File: src/rtl/fir_decim_reader.sv
// Accumulate-and-dump decimator (factor 2^DECIM_LOG2) on the FIR output stream, feeding a
// 4-entry first-word-fall-through FIFO drained over a valid/ready handshake.
module fir_decim_reader #(
  parameter int unsigned DECIM_LOG2 = 2,
  parameter int unsigned DEPTH      = 4
) (
  input  logic        clk,
  input  logic        reset_n,
  input  logic [23:0] y_in,
  input  logic        in_en,
  output logic [23:0] dout,
  output logic        dout_valid,
  input  logic        dout_ready,
  output logic [2:0]  fill,
  output logic        ovf,
  input  logic        clr_ovf
);

  localparam int unsigned AccW = 24 + DECIM_LOG2;

  logic [DECIM_LOG2-1:0] phase;
  logic [AccW-1:0]       acc;
  logic [AccW-1:0]       sum;
  logic [23:0]           word;
  logic [23:0]           mem [DEPTH];
  logic [1:0]            wr_ptr;
  logic [1:0]            rd_ptr;
  logic [2:0]            fill_q;
  logic [2:0]            fill_d;
  logic                  ovf_q;
  logic                  dump;
  logic                  full;
  logic                  pop;
  logic                  push_ok;
  logic                  drop;

  always_comb begin
    sum     = acc + AccW'(y_in);
    word    = sum[AccW-1:DECIM_LOG2];
    dump    = in_en && (phase == '1);
    full    = (fill_q == 3'(DEPTH));
    pop     = (fill_q != 3'd0) && dout_ready;
    // When full, a push only lands if the head is leaving on the same edge.
    push_ok = dump && (!full || pop);
    drop    = dump && full && !pop;
    fill_d  = fill_q;
    if (push_ok && !pop) begin
      fill_d = fill_q + 3'd1;
    end else if (!push_ok && pop) begin
      fill_d = fill_q - 3'd1;
    end
  end

  always_ff @(posedge clk or negedge reset_n) begin
    if (!reset_n) begin
      phase  <= '0;
      acc    <= '0;
      wr_ptr <= 2'd0;
      rd_ptr <= 2'd0;
      fill_q <= 3'd0;
      ovf_q  <= 1'b0;
      for (int i = 0; i < int'(DEPTH); i++) begin
        mem[i] <= 24'd0;
      end
    end else begin
      if (in_en) begin
        if (dump) begin
          acc   <= '0;
          phase <= '0;
        end else begin
          acc   <= sum;
          phase <= phase + 1'b1;
        end
      end
      if (push_ok) begin
        mem[wr_ptr] <= word;
        wr_ptr      <= wr_ptr + 2'd1;
      end
      if (pop) begin
        rd_ptr <= rd_ptr + 2'd1;
      end
      fill_q <= fill_d;
      // A drop on the same edge as a clear leaves the flag set.
      if (drop) begin
        ovf_q <= 1'b1;
      end else if (clr_ovf) begin
        ovf_q <= 1'b0;
      end
    end
  end

  assign dout       = mem[rd_ptr];
  assign dout_valid = (fill_q != 3'd0);
  assign fill       = fill_q;
  assign ovf        = ovf_q;

endmodule
File: config.mk
export PLATFORM = sky130hd
export DESIGN_NAME = fir_decim_reader
export DESIGN_NICKNAME = d
export VERILOG_FILES = /design/src/rtl/fir_decim_reader.sv
export SDC_FILE = /design/constraint.sdc
export NUM_CORES = 1
export LEC_CHECK = 0
export ABC_AREA = 1
export CAP_MARGIN = 10
export CORE_MARGIN = 3
export CORE_UTILIZATION = 64
export CTS_CLUSTER_SIZE = 30
export DETAILED_ROUTE_END_ITERATION = 6
export GPL_ROUTABILITY_DRIVEN = 0
export PLACE_DENSITY = 0.86
export SYNTH_ARGS = -nofsm -noshare
export SYNTH_HDL_FRONTEND = slang
export SYNTH_SLANG_ARGS = --single-unit
File: constraint.sdc
create_clock -name clk -period 4.1 [get_ports clk]
set_input_delay 0.41 -clock clk [delete_from_list [all_inputs] [get_ports clk]]
set_output_delay 0.41 -clock clk [all_outputs]
set_load 0.005 [all_outputs]
==> qor.csv, run 1 <==
stage,metric,value,unit
run_status,outcome,finished clean,
pwr,p_int,4.30,mW
pwr,p_comb_share,49.4,%
pwr,p_total,7.54,mW
yosys,synth_edf_count,0,
cts,cts_setup_buffers,0,
yosys,synth_seq_cells,132,
setup_path,r2r_slack,1.68,ns
route,final_antenna_net_count,0,
yosys,yosys-top-cells-count,"nand2_1, dfrtp_1, inv_1",
cts,clock-sinks,132,
yosys,async_flop_share,100,%
floorplan,dieWidth,115,µm
route,routed_via_density,5.75,
sta,fin_crit,3.16,ns
yosys,yosysMostFrequentCell,nand2_1,
sta,finalSetupViolCount,0,
sta,max_slew.worst_pin.slew,1.17,ns
global_route,grt_max_degree,64,
cts,numCtsBuffers,17,
cells_and_area,syn2layout_area_growth,14.9,%
pwr,switching_share,43.0,%
yosys,syn_nets,1069,
setup_path,required,3.69,ns
sta,slew_violations,0,
floorplan,dieArea,13200,µm²
pwr,peakVddDrop,0.502,mV
pwr,p_per_area,868,nW/µm²
yosys,synthFlopType,dfrtp_1,
cts,tritoncts,done,
global_route,antenna_found_initial,0,
route,route.vias.total,6940,
route,drt_wl_total,19.5,mm
pwr,p_leak,4.54,nW
place,hpwl,13.1,mm
place,io_buffers,57,
yosys,ys_types,32,
setup_path,ff2ff_path_depth,4,
flow_run,cap_violations,0,
route,drtPass1Iterations,5,
cts,htree_levels,4,
setup_path,cp.arrival,2.75,ns
floorplan,core,11500,µm²
route,wire_per_inst,16.2,µm
sta,skew,0.00625,ns
place,pre_cts_ws,1.36,ns
pwr,seq_power_share,29.8,%
sta,relSlewSlack,21.8,%
sta,timing.fmax,0.316,GHz
global_route,grt_pass1_vias,6667,
floorplan,placementRows,39,
cells_and_area,stdcell_count,1207,
setup_path,startpoint,rd_ptr[0],
cells_and_area,diodes,0,
sta,worst_slack,0.940,ns
sta,setup_tns,0,ns
sta,rsz0062_at_grt,no,
cts,path_clk_slew,0.06,ns
yosys,yosysTopAreaCellShare,43.7,%
yosys,syn_area,7560,µm²
yosys,yosys-top-cells-area,"dfrtp_1, nand2_1, o21ai_0",
cells_and_area,layout.nets,1112,
yosys,synth_top_area_cell,dfrtp_1,
yosys,yosysWarnings,0,
min_path,hp-class,in2async,
cts,cts_resized,0,
cts,worst_skew_pair.late_latency,0.43,ns
sta,post-route-period-util,77.1,%
floorplan,die_h,115,µm
yosys,avgSynthCellArea,7.50,µm²
setup_path,end_kind,output port,
floorplan,initial_core_util,66.0,%
sta,hold_violations,0,
setup_path,r2r-start,phase[0],
route,drt_iter0_markers,726,
setup_path,crit_path_end,dout[23],
global_route,grt_pass1_wl,32.1,mm
floorplan,ioPinCount,58,
cts,cts_buffer_depth,2,
setup_path,path_cells,inv_1 -> buf_4 -> o21ai_0 -> o22ai_1 -> clkdlybuf4s50_1,
cts,clockRootBuffer,clkbuf_16,
yosys,synth_seq_area_share,43.7,%
route,drc,0,
pwr,p_switching,3.24,mW
pwr,pwr-share-clk,20.8,%
yosys,syn_inst,1008,
sta,whs,0.0758,ns
setup_path,crit_type,reg2out,
global_route,grt_overflow,0,
setup_path,cp_slowest_cell,inv_1,
global_route,grt_usage,31.6,%
place,dp.cells,1175,
cts,postCtsHoldBufs,0,
setup_path,max_stage_delay,0.65,ns
cells_and_area,drive_gt1_share,5.26,%
setup_path,crit_path_max_fanout,30,
setup_path,start_kind,flop,
setup_path,r2r_end,acc[9],
-- cells by family after synthesis --
kind of cell,Yosys count,share of synthesized area [%]
AOI/OAI and AO/OA,159,11.4
xor gates and xnor gates,15,1.74
adders and majority gates,32,5.49
buffers and inverters,138,8.62
DFF,132,43.7
muxes,1,0.149
and+or+nand+nor,531,29.0
-- metrics by stage --
step           instance area, µm²  util [%]
6_report                     8690      75.8
5_1_grt                      8690      75.8
4_1_cts                      8690      75.8
3_5_place_dp                 8080      70.5
3_3_place_gp                 8080      70.5
2_1_floorplan                7560         -
-- registers in the layout, summed over array words and instances, names as in the netlist --
register and cells:
acc 26, ovf 1, fill 3, wr_ptr 2
rd_ptr 2, mem 96, phase 2
-- area by class of cell --
cell class	instances	area, µm²
Timing Repair Buffer	63	613
Fill cell	861	2780
Tap cell	143	179
Clock buffer	19	453
Multi-Input combinational cell	738	3610
Inverter	99	377
Sequential cell	132	3300
Clock inverter	13	158
-- cell usage in the layout (no fill, tap or decap), types with 9 or more instances in the layout --
master	synthesis	routed
nand3_1	73	73
inv_1	98	98
dfrtp_1	132	132
clkbuf_16	0	17
o21ai_0	91	91
o21ai_1	20	20
o22ai_1	25	25
a21oi_1	14	14
clkdlybuf4s50_1	0	56
nand2_1	349	349
ha_1	30	30
nor2_1	84	84
xor2_1	9	9
-- critical path, delay by kind of cell (launching register included) --
kind	cells	cell delay [ns]
buffers and inverters	3	1.57
AOI/OAI and AO/OA	2	0.36
DFF	1	0.38
-- power by group through the flow --
stage / registers (mW) / clock network (mW) / logic, mW
3_5_place_dp: 2.24 / 0 / 3.65
6_report: 2.24 / 1.57 / 3.73
4_1_cts: 2.23 / 1.57 / 3.69
3_3_place_gp: 2.22 / 0 / 3.54
5_1_grt: 2.31 / 1.63 / 4.18
2_1_floorplan: 2.16 / 0 / 2.41
-- per-layer routing --
| layer | share of wire, % | wire length (µm) | vias to the layer above | track usage, % |
|---|---|---|---|---|
| li1 | - | - | 3327 | - |
| met3 | 8.3 | 1630 | 47 | 7.82 |
| met4 | 2.3 | 447 | 0 | 13.1 |
| met2 | 47 | 9180 | 284 | 49.9 |
| met5 | 0 | 0 | - | 0 |
| met1 | 42 | 8300 | 3282 | 41.9 |
-- how the worst min path moves through the flow --
stage	start	end	slack, ns	depth (start not counted)
after global placement	mem[44]	mem[44]	0.46	2
after floorplan	reset_n	acc[0]	0.11	0
after global routing	reset_n	mem[26]	0.14	1
final	reset_n	mem[42]	0.08	1
after detailed placement	mem[46]	mem[46]	0.46	2
after CTS	reset_n	mem[87]	0.11	1
(Power assumes the default switching activity.)
==> inputs of run 2 (changes only) <==
--- a/config.mk
+++ b/config.mk
@@ -8,11 +8,11 @@
 export ABC_AREA = 1
 export CAP_MARGIN = 10
 export CORE_MARGIN = 3
-export CORE_UTILIZATION = 64
+export CORE_UTILIZATION = 59
 export CTS_CLUSTER_SIZE = 30
 export DETAILED_ROUTE_END_ITERATION = 6
 export GPL_ROUTABILITY_DRIVEN = 0
-export PLACE_DENSITY = 0.86
+export PLACE_DENSITY = 0.8
 export SYNTH_ARGS = -nofsm -noshare
 export SYNTH_HDL_FRONTEND = slang
 export SYNTH_SLANG_ARGS = --single-unit
==> constraint.sdc (replaced) <==
create_clock -name clk -period 3.2 [get_ports clk]
set_input_delay 0.32 -clock clk [delete_from_list [all_inputs] [get_ports clk]]
set_output_delay 0.32 -clock clk [all_outputs]
set_load 0.005 [all_outputs]
==> run 2 against run 1 <==
Clock-buffer cell count increased by 2. First-iteration DRC count decreased by 13%. Clock skew increased by 0.0039 ns. Sequential cell count did not move. Largest cell class unchanged. Non-clock buffer count is 7 higher.
==> qor.csv, run 2 (synthesis results as in run 1) <==
stage,metric,value,unit,change
run_status,outcome,finished clean,,
cells_and_area,drive_gt1_share,5.79,%,+0.53 points
setup_path,cp.arrival,2.38,ns,-0.37 ns
global_route,grt_overflow,0,,unchanged
cts,worst_skew_pair.late_latency,0.43,ns,about the same
setup_path,r2r-start,acc[0],,
pwr,p_per_area,1100,nW/µm²,+27%
setup_path,required,2.88,ns,-0.81 ns
setup_path,path_depth,5,,unchanged
cells_and_area,top_register,mem,,
setup_path,end_kind,output port,,
floorplan,initial_core_util,61.7,%,-4.3 points
floorplan,placementRows,40,,+2.6%
route,wire_per_inst,16.1,µm,-0.38%
sta,setup_tns,0,ns,unchanged
setup_path,startpoint,rd_ptr[0],,
setup_path,ff2ff_path_depth,8,,+4
sta,relSlewSlack,42.0,%,+20 points
cells_and_area,layout_commonest_cell,nand2_1,,
setup_path,path_cells,inv_1 -> buf_4 -> o21ai_0 -> o22ai_1 -> clkdlybuf4s50_1,,
cts,cts_setup_buffers,0,,unchanged
setup_path,crit_path_max_fanout,28,,-6.7%
setup_path,max_stage_delay,0.56,ns,-0.09 ns
cts,path_clk_slew,0.06,ns,about the same
route,drt_wl_total,20.0,mm,+2.3%
cts,cts_buffer_depth,2,,unchanged
floorplan,core,12300,µm²,+6.9%
pwr,p_int,5.49,mW,+28%
sta,max_slew.worst_pin.slew,0.870,ns,-0.298 ns
route,drtPass1Iterations,5,,unchanged
floorplan,dieArea,14200,µm²,+8.0%
sta,rsz0062_at_grt,no,,
setup_path,r2r_slack,0.90,ns,-0.78 ns
place,io_buffers,57,,unchanged
pwr,pwr-share-clk,20.4,%,-0.4 points
sta,fin_crit,2.70,ns,
setup_path,crit_path_end,dout[22],,
pwr,peakVddDrop,0.473,mV,-5.9%
cells_and_area,largest_register_ff_count,96,,unchanged
sta,slew_violations,0,,unchanged
cts,numCtsBuffers,17,,unchanged
place,hpwl,13.7,mm,+4.0%
route,drt_iter0_markers,632,,-13%
pwr,p_comb_share,49.9,%,+0.5 points
cts,clock-sinks,132,,unchanged
setup_path,start_kind,flop,,
flow_run,cap_violations,0,,unchanged
sta,skew,0.0101,ns,+0.00387 ns
floorplan,die_h,119,µm,+3.9%
route,drc,0,,unchanged
cts,htree_levels,4,,unchanged
global_route,grt_pass1_vias,6462,,-3.1%
cts,tritoncts,done,,
cells_and_area,diodes,0,,unchanged
setup_path,cp_slowest_cell,clkdlybuf4s50_1,,
sta,timing.fmax,0.370,GHz,
pwr,p_switching,4.17,mW,+29%
floorplan,dieWidth,119,µm,+3.9%
route,route.vias.total,6878,,-0.89%
place,pre_cts_ws,0.559,ns,-0.805 ns
setup_path,worst-path-buf-inv,3,,unchanged
route,routed_via_density,5.55,,-3.5%
global_route,grt_usage,29.0,%,-2.5 points
cells_and_area,layout_common_cells,"nand2_1, dfrtp_1, inv_1",,
sta,finalSetupViolCount,0,,unchanged
cells_and_area,syn2layout_area_growth,16.0,%,
setup_path,crit_type,reg2out,,
floorplan,ioPinCount,58,,unchanged
cts,clockRootBuffer,clkbuf_16,,
global_route,grt_max_degree,69,,+7.8%
min_path,hp-class,in2async,,
sta,worst_slack,0.501,ns,-0.439 ns
cts,cts_resized,0,,unchanged
route,final_antenna_net_count,0,,unchanged
sta,post-route-period-util,84.3,%,
global_route,grt_pass1_wl,32.4,mm,+0.88%
sta,hold_violations,0,,unchanged
pwr,seq_power_share,29.6,%,-0.2 points
cells_and_area,layout.nets,1119,,+0.63%
pwr,p_leak,4.58,nW,+0.77%
global_route,antenna_found_initial,0,,unchanged
setup_path,critical_path.top_delay_family,buffers and inverters,,
cts,postCtsHoldBufs,0,,unchanged
setup_path,r2r_end,mem[56],,
pwr,switching_share,43.2,%,+0.23 points
run 2: cell count changes in the layout (fill, tap and decap cells not counted):
cell,delta
clkinv_2,-1
clkbuf_1,+1
bufinv_16,-1
buf_4,+6
buf_12,+1
clkbuf_8,+1
clkinvlp_4,-2
inv_6,+2
run 2: power by group through the flow:
stage	registers, mW	clock network [mW]	logic, mW
floorplan	2.76	0	3.09
global route	2.95	2.06	5.37
detailed placement	2.87	0	4.73
finish	2.86	1.97	4.83
CTS	2.86	1.98	4.77
global placement	2.85	0	4.63
run 2: metrics by stage:
stage	instances	area, µm²	utilization (%)	power (mW)	hold WS (ns)
after CTS	1239	8770	71.5	9.61	0.0370
after global routing	1239	8770	71.5	10.4	0.0819
after global placement	1207	8180	66.7	7.48	0.459
after floorplan	1008	7560	-	5.85	0.0244
after detailed placement	1207	8180	66.7	7.59	0.461
final	1239	8770	71.5	9.66	0.0155
run 2: final cells by class:
class / instances / area, µm²
Clock buffer: 21 / 470
Sequential cell: 132 / 3300
Inverter: 99 / 377
Clock inverter: 11 / 125
Tap cell: 168 / 210
Fill cell: 982 / 3490
Multi-Input combinational cell: 738 / 3610
Timing Repair Buffer: 70 / 678
run 2: metal layers:
layer  global-route usage (%)  vias up  routed length [µm]
met5                        0        -                   0
met4                     8.47        0                 384
met3                     7.22       49                1700
met2                     45.4      272                9190
met1                     40.3     3204                8720
li1                         -     3353                   -
run 2: worst min-delay path by stage:
stage	endpoint	slack, ns	cells after the start
6_report	mem[72]	0.02	1
5_1_grt	mem[73]	0.08	1
4_1_cts	mem[73]	0.04	1
3_5_place_dp	mem[71]	0.46	2
3_3_place_gp	phase[1]	0.46	2
2_1_floorplan	acc[0]	0.02	0
